--- config.mk ---
export PLATFORM = sky130hd
export DESIGN_NAME = div_ctrl
export DESIGN_NICKNAME = d
export VERILOG_FILES = /design/src/rtl/div_ctrl.sv
export SDC_FILE = /design/constraint.sdc
export NUM_CORES = 1
export LEC_CHECK = 0
export ABC_CLOCK_PERIOD_IN_PS = 2780
export BUFFER_PORTS_ARGS = -buffer_cell sky130_fd_sc_hd__buf_4
export CAP_MARGIN = 5
export CORE_AREA = 4 4 184 186
export CTS_BUF_LIST = sky130_fd_sc_hd__clkbuf_2
export DETAILED_ROUTE_END_ITERATION = 8
export DIE_AREA = 0 0 188 190
export GPL_TIMING_DRIVEN = 0
export MAX_ROUTING_LAYER = met4
export PLACE_DENSITY = 0.54
export SETUP_SLACK_MARGIN = 0.02
export SYNTH_ARGS = -nofsm -noshare
export SYNTH_HDL_FRONTEND = slang
export SYNTH_SLANG_ARGS = --single-unit
--- constraint.sdc ---
create_clock -name clk -period 2.78 [get_ports clk]
set_input_delay 0.139 -clock clk [delete_from_list [all_inputs] [get_ports clk]]
set_output_delay 0.139 -clock clk [all_outputs]
set_load 0.01 [all_outputs]
--- src/rtl/div_ctrl.sv ---
// rtl/div_ctrl.sv - sequencing controller around an iterative RV64 divider
// Prepares operands, short-circuits divide-by-zero/overflow, and holds the result until consumed.
module div_ctrl (
    input  logic        clk,
    input  logic        reset,
    input  logic        flush,
    input  logic        in_valid,
    output logic        in_ready,
    input  logic [1:0]  in_op,
    input  logic        in_word,
    input  logic [63:0] in_a,
    input  logic [63:0] in_b,
    input  logic [4:0]  in_tag,
    output logic        out_valid,
    input  logic        out_ready,
    output logic [63:0] out_result,
    output logic [4:0]  out_tag,
    output logic        div_in_valid,
    output logic [63:0] div_a,
    output logic [63:0] div_b,
    output logic        div_signed,
    output logic        div_flush,
    input  logic        div_result_valid,
    input  logic [63:0] div_quotient,
    input  logic [63:0] div_remainder
);

    typedef enum logic [1:0] {IDLE, RUN, DONE} state_t;

    state_t      state_q, state_d;
    logic        start_q;
    logic        rem_q;
    logic        word_q;

    logic        accept;
    logic        op_signed;
    logic [63:0] a_prep, b_prep;
    logic        b_zero, ovf, special;
    logic [63:0] spec_quo, spec_rem;

    // W-variant results are always the sign-extension of the low word.
    function automatic logic [63:0] fmt_result(input logic [63:0] v, input logic w);
        return w ? {{32{v[31]}}, v[31:0]} : v;
    endfunction

    always_comb begin
        op_signed = ~in_op[0];
        a_prep    = in_a;
        b_prep    = in_b;
        if (in_word) begin
            a_prep = op_signed ? {{32{in_a[31]}}, in_a[31:0]} : {32'h0, in_a[31:0]};
            b_prep = op_signed ? {{32{in_b[31]}}, in_b[31:0]} : {32'h0, in_b[31:0]};
        end
        b_zero  = (b_prep == 64'h0);
        ovf     = op_signed && (b_prep == {64{1'b1}}) &&
                  (in_word ? (a_prep == 64'hFFFF_FFFF_8000_0000)
                           : (a_prep == 64'h8000_0000_0000_0000));
        special = b_zero || ovf;
        spec_quo = b_zero ? {64{1'b1}} : a_prep;
        spec_rem = b_zero ? a_prep : 64'h0;
        accept  = in_valid && in_ready && !flush;
    end

    assign in_ready     = (state_q == IDLE);
    assign out_valid    = (state_q == DONE);
    assign div_in_valid = start_q;
    assign div_flush    = flush && (state_q == RUN);

    always_ff @(posedge clk) begin
        if (reset) state_q <= IDLE;
        else       state_q <= state_d;
    end

    always_comb begin
        state_d = state_q;
        case (state_q)
            IDLE:    if (accept) state_d = special ? DONE : RUN;
            RUN:     if (div_result_valid) state_d = DONE;
            DONE:    if (out_ready) state_d = IDLE;
            default: state_d = IDLE;
        endcase
        if (flush) state_d = IDLE;
    end

    always_ff @(posedge clk) begin
        if (reset) begin
            start_q    <= 1'b0;
            rem_q      <= 1'b0;
            word_q     <= 1'b0;
            out_result <= 64'h0;
            out_tag    <= 5'h0;
            div_a      <= 64'h0;
            div_b      <= 64'h0;
            div_signed <= 1'b0;
        end else begin
            start_q <= accept && !special;
            if (accept) begin
                rem_q      <= in_op[1];
                word_q     <= in_word;
                out_tag    <= in_tag;
                div_a      <= a_prep;
                div_b      <= b_prep;
                div_signed <= op_signed;
                if (special)
                    out_result <= fmt_result(in_op[1] ? spec_rem : spec_quo, in_word);
            end
            if (state_q == RUN && div_result_valid && !flush)
                out_result <= fmt_result(rem_q ? div_remainder : div_quotient, word_q);
            // A flushed operation leaves nothing behind for the consumer.
            if (flush) begin
                out_result <= 64'h0;
                out_tag    <= 5'h0;
            end
        end
    end

endmodule

==> metrics.md <==
| Metric | Value |
|---|---|
| Share of the synthesized area in the top cell type | 0.406 |
| Clock transition at the registers of the reported paths | 0.10 ns |
| Critical-path top delay cell | or4_1 |
| Worst R2R Start | state_q[1]$_SDFFE_PP0P_ |
| Final worst clock skew | 0.105 ns |
| Cells after Synth | 1266 |
| Area growth from synthesis to layout | 78.6% |
| TritonCTS clock tree | done |
| Final RePlAce weighted congestion | 0.911 |
| CP startpoint kind | input pin |
| Capture point of the worst reg-to-reg path | out_result[59]$_SDFFE_PP0P_ |
| Type of the setup path with the least slack | input pin to register |
| Critical Path Sink Type | register |
| Cell area reported after detailed placement | 14100 um2 |
| Min-Delay Startpoint | in_a[13] |
| Endpoints failing setup | 0 |
| Critical Path AT | 3.46 ns |
| Syn_nets | 1536 |
| Proportion of register bits with asynchronous set or reset after synthesis | 0 |
| Dominant cells by area after synthesis | dfxtp_1 41%, a21oi_1 7.5%, mux2i_1 6.7%, nand2_1 6.6%, a211oi_1 5.4% |
| Worst hold path cell count | 4 |
| Finished Layout Cells | 2605 |
| Leakage component of the power | 7.46 nW |
| Number of flops mapped to enable cells by yosys | 0 |
| Length in cells of the worst reg-to-reg path | 10 |
| Worst hold slack across all endpoints | 0.0324 ns |
| Global-route wire length before repair | 79.0 mm |
| Yosys Warn Count | 0 |
| Cts bufs inserted | 59 |
| Post-DR vias/cell | 5.06 |
| WHS Endpoint | div_a[13]$_SDFFE_PP0P_ |
| Vias | 13200 |
| Drt wl/cell | 20.4 um |
| Post-synthesis sequential element count | 203 |
| Final core utilization | 0.554 |
| Clk sink count | 203 |
| # Max-Cap Violations | 0 |
| Number of placed cells counting well taps | 2178 |
| R2r setup slk | 0.13 ns |
| Pwr dens | 400 nW/um2 |
| Worst-Skew Late Latency | 0.96 ns |
| Prevailing post-synth register cell | dfxtp_1 |
| Number of routed nets with antenna violations | 0 |
| RSZ-0062 raised after global routing | yes |
| Max Clk Rate | 368 MHz |
| Layout cells sized above 1 | 0.282 |
| Worst path required time | 3.52 ns |
| Root Buffer Master | clkbuf_2 |
| Worst-path cell chain | dlygate4sd3_1 > buf_4 > or4_1 > nor4_2 > a31oi_1 > o311a_1 > clkbuf_2 > clkbuf_1 > o31ai_1 |
| Worst Hold Class | input pin to register |
| Global-route total usage across every layer | 0.287 |
| Final number of hold-violating endpoints | 0 |
| Overall overflow remaining after global route | 0 |
| Count of cell types in the netlist | 49 |
| Detailed-placement wirelength estimate | 38.5 mm |
| DIE AREA | 35700 um2 |
| Worst-case vdd ir drop | 312 uV |
| Longest individual stage delay on the worst path | 0.58 ns |
| Cell type contributing the most total cell area after synthesis | dfxtp_1 |
| # IOs | 472 |
| Buffers added on ports | 470 |
| Drt pass-1 iters | 5 |
| Fraction of the yosys area taken by sequential cells | 0.406 |
| Headroom to the max-slew limit | 0.362 |
| H-tree lvl count | 2 |
| Most common cell after layout, fill and taps aside | buf_4 |
| Synthesized cell area | 10000 um2 |
| Effective utilization at floorplan | 0.310 |
| Max Transition Viols Final | 0 |
| Max Fanout on Critical Path | 10 |
| Initial DRC Count | 759 |
| Chip Height | 190 um |
| Mean post-synth cell area | 7.91 um2 |
| Chip Width | 188 um |
| Final sum of negative setup slack | 0 ns |
| Pin count of the biggest net entering global routing | 17 |
| Routed WL | 53.2 mm |
| Via count of the first global-routing pass | 13700 |
| Share of the clock period used by the worst path | 0.978 |
| Actual transition at the worst max-transition pin | 0.957 ns |
| Maximum root-to-sink buffer count | 3 |
| Antenna violations before repair | 1 |
| Net count reported at finish | 2388 |
| Number of remaining DRC errors | 0 |
| Final instance area | 17900 um2 |
| Core area | 32300 um2 |
| Most frequent cells in the layout | 473 x buf_4, 319 x dlygate4sd3_1, 203 x dfxtp_1 |
| FP Rows | 66 |
| Final critical delay including setup and external delays | 2.72 ns |
| Run status | finished clean |
-- cells by family (layout without fill, tap and decap cells) --
logic type,after synthesis,count (layout),share of synthesized area
buffers and inverters,150,1046,0.0596
adders and majority gates,23,23,0.0230
DFF,203,203,0.406
AOI/OAI and AO/OA,358,358,0.223
and+or+nand+nor,463,463,0.219
muxes,69,69,0.0693
other,0,1,0
-- layout make-up --
| type | count | area, um2 |
|---|---|---|
| Fill cell | 3004 | 14400 |
| Buffer | 113 | 477 |
| Inverter | 36 | 135 |
| Timing Repair Buffer | 792 | 6740 |
| Antenna cell | 1 | 2.50 |
| Clock buffer | 81 | 405 |
| Clock inverter | 24 | 129 |
| Sequential cell | 203 | 4060 |
| Multi-Input combinational cell | 913 | 5360 |
| Tap cell | 442 | 553 |
-- state kept, by name (all words and copies together) (netlist names) --
register and count:
state_q 2, div_b 64, out_result 64, out_tag 5
div_signed 1, div_in_valid 1, div_a 64, word_q 1
rem_q 1
-- stage by stage --
| step | power [mW] | setup slack [ns] |
|---|---|---|
| after floorplan | 3.70 | 0.446 |
| final | 7.14 | 0.0618 |
| after global routing | 7.47 | 0.00607 |
| after CTS | 7.16 | 0.0201 |
| after global placement | 4.49 | -0.486 |
| after detailed placement | 4.50 | -0.567 |
-- metal layers --
metal,vias to the layer above,global-route usage,routed length [um]
li1,6278,-,-
met1,6170,0.354,22600
met2,561,0.459,24800
met3,168,0.0594,3420
met4,0,0.121,2400
met5,-,-,0
-- worst max-delay path by stage --
stage	from	to	slack, ns
floorplan	in_a[48]	out_result[11]$_SDFFE_PP0P_	0.45
global placement	in_b[53]	out_result[55]$_SDFFE_PP0P_	-0.49
detailed placement	in_b[53]	out_result[59]$_SDFFE_PP0P_	-0.57
CTS	in_a[53]	out_result[59]$_SDFFE_PP0P_	0.02
global route	state_q[1]$_SDFFE_PP0P_	out_result[59]$_SDFFE_PP0P_	0.006
finish	in_a[53]	out_result[59]$_SDFFE_PP0P_	0.06
-- repair_timing --
action / 4_1_cts / 5_1_grt
endpoints found under the hold margin: 200 / 0
pin swaps: 0 / 1
setup buffers: 0 / 3
resized for setup: 5 / 16
cloned: 0 / 0
endpoints found under the setup margin: 36 / 106
hold buffers: 319 / 0
-- critical path: cells and delay by family --
family | cells | cell delay, ns
simple gates | 2 | 0.91
compound gates | 3 | 1.12
buf+inv | 4 | 1.27
-- synth_stat cells (2+ instances only) --
cell,n
a211oi_1,72
a21oi_1,150
a221o_1,17
a311oi_1,2
a31oi_1,6
and2_1,3
and4_1,2
and4b_1,2
buf_1,9
buf_2,3
buf_6,4
clkbuf_1,98
dfxtp_1,203
inv_1,36
maj3_1,23
mux2_2,2
mux2i_1,67
nand2_1,177
nand2b_1,2
nand3_1,42
nand4_1,20
nand4b_1,3
nor2_1,111
nor2b_1,14
nor3_1,15
nor4_1,35
nor4b_1,3
nor4bb_1,2
o211ai_1,3
o21a_1,16
o21ai_0,53
o31ai_1,33
or2_2,19
or4_1,4
-- report_power, final --
group,internal [mW],switching [mW]
logic,0.913,0.830
registers,3.02,0.0698
clock network,0.898,1.41
total,4.83,2.31
No activity file was read; power rests on OpenSTA's default activity.
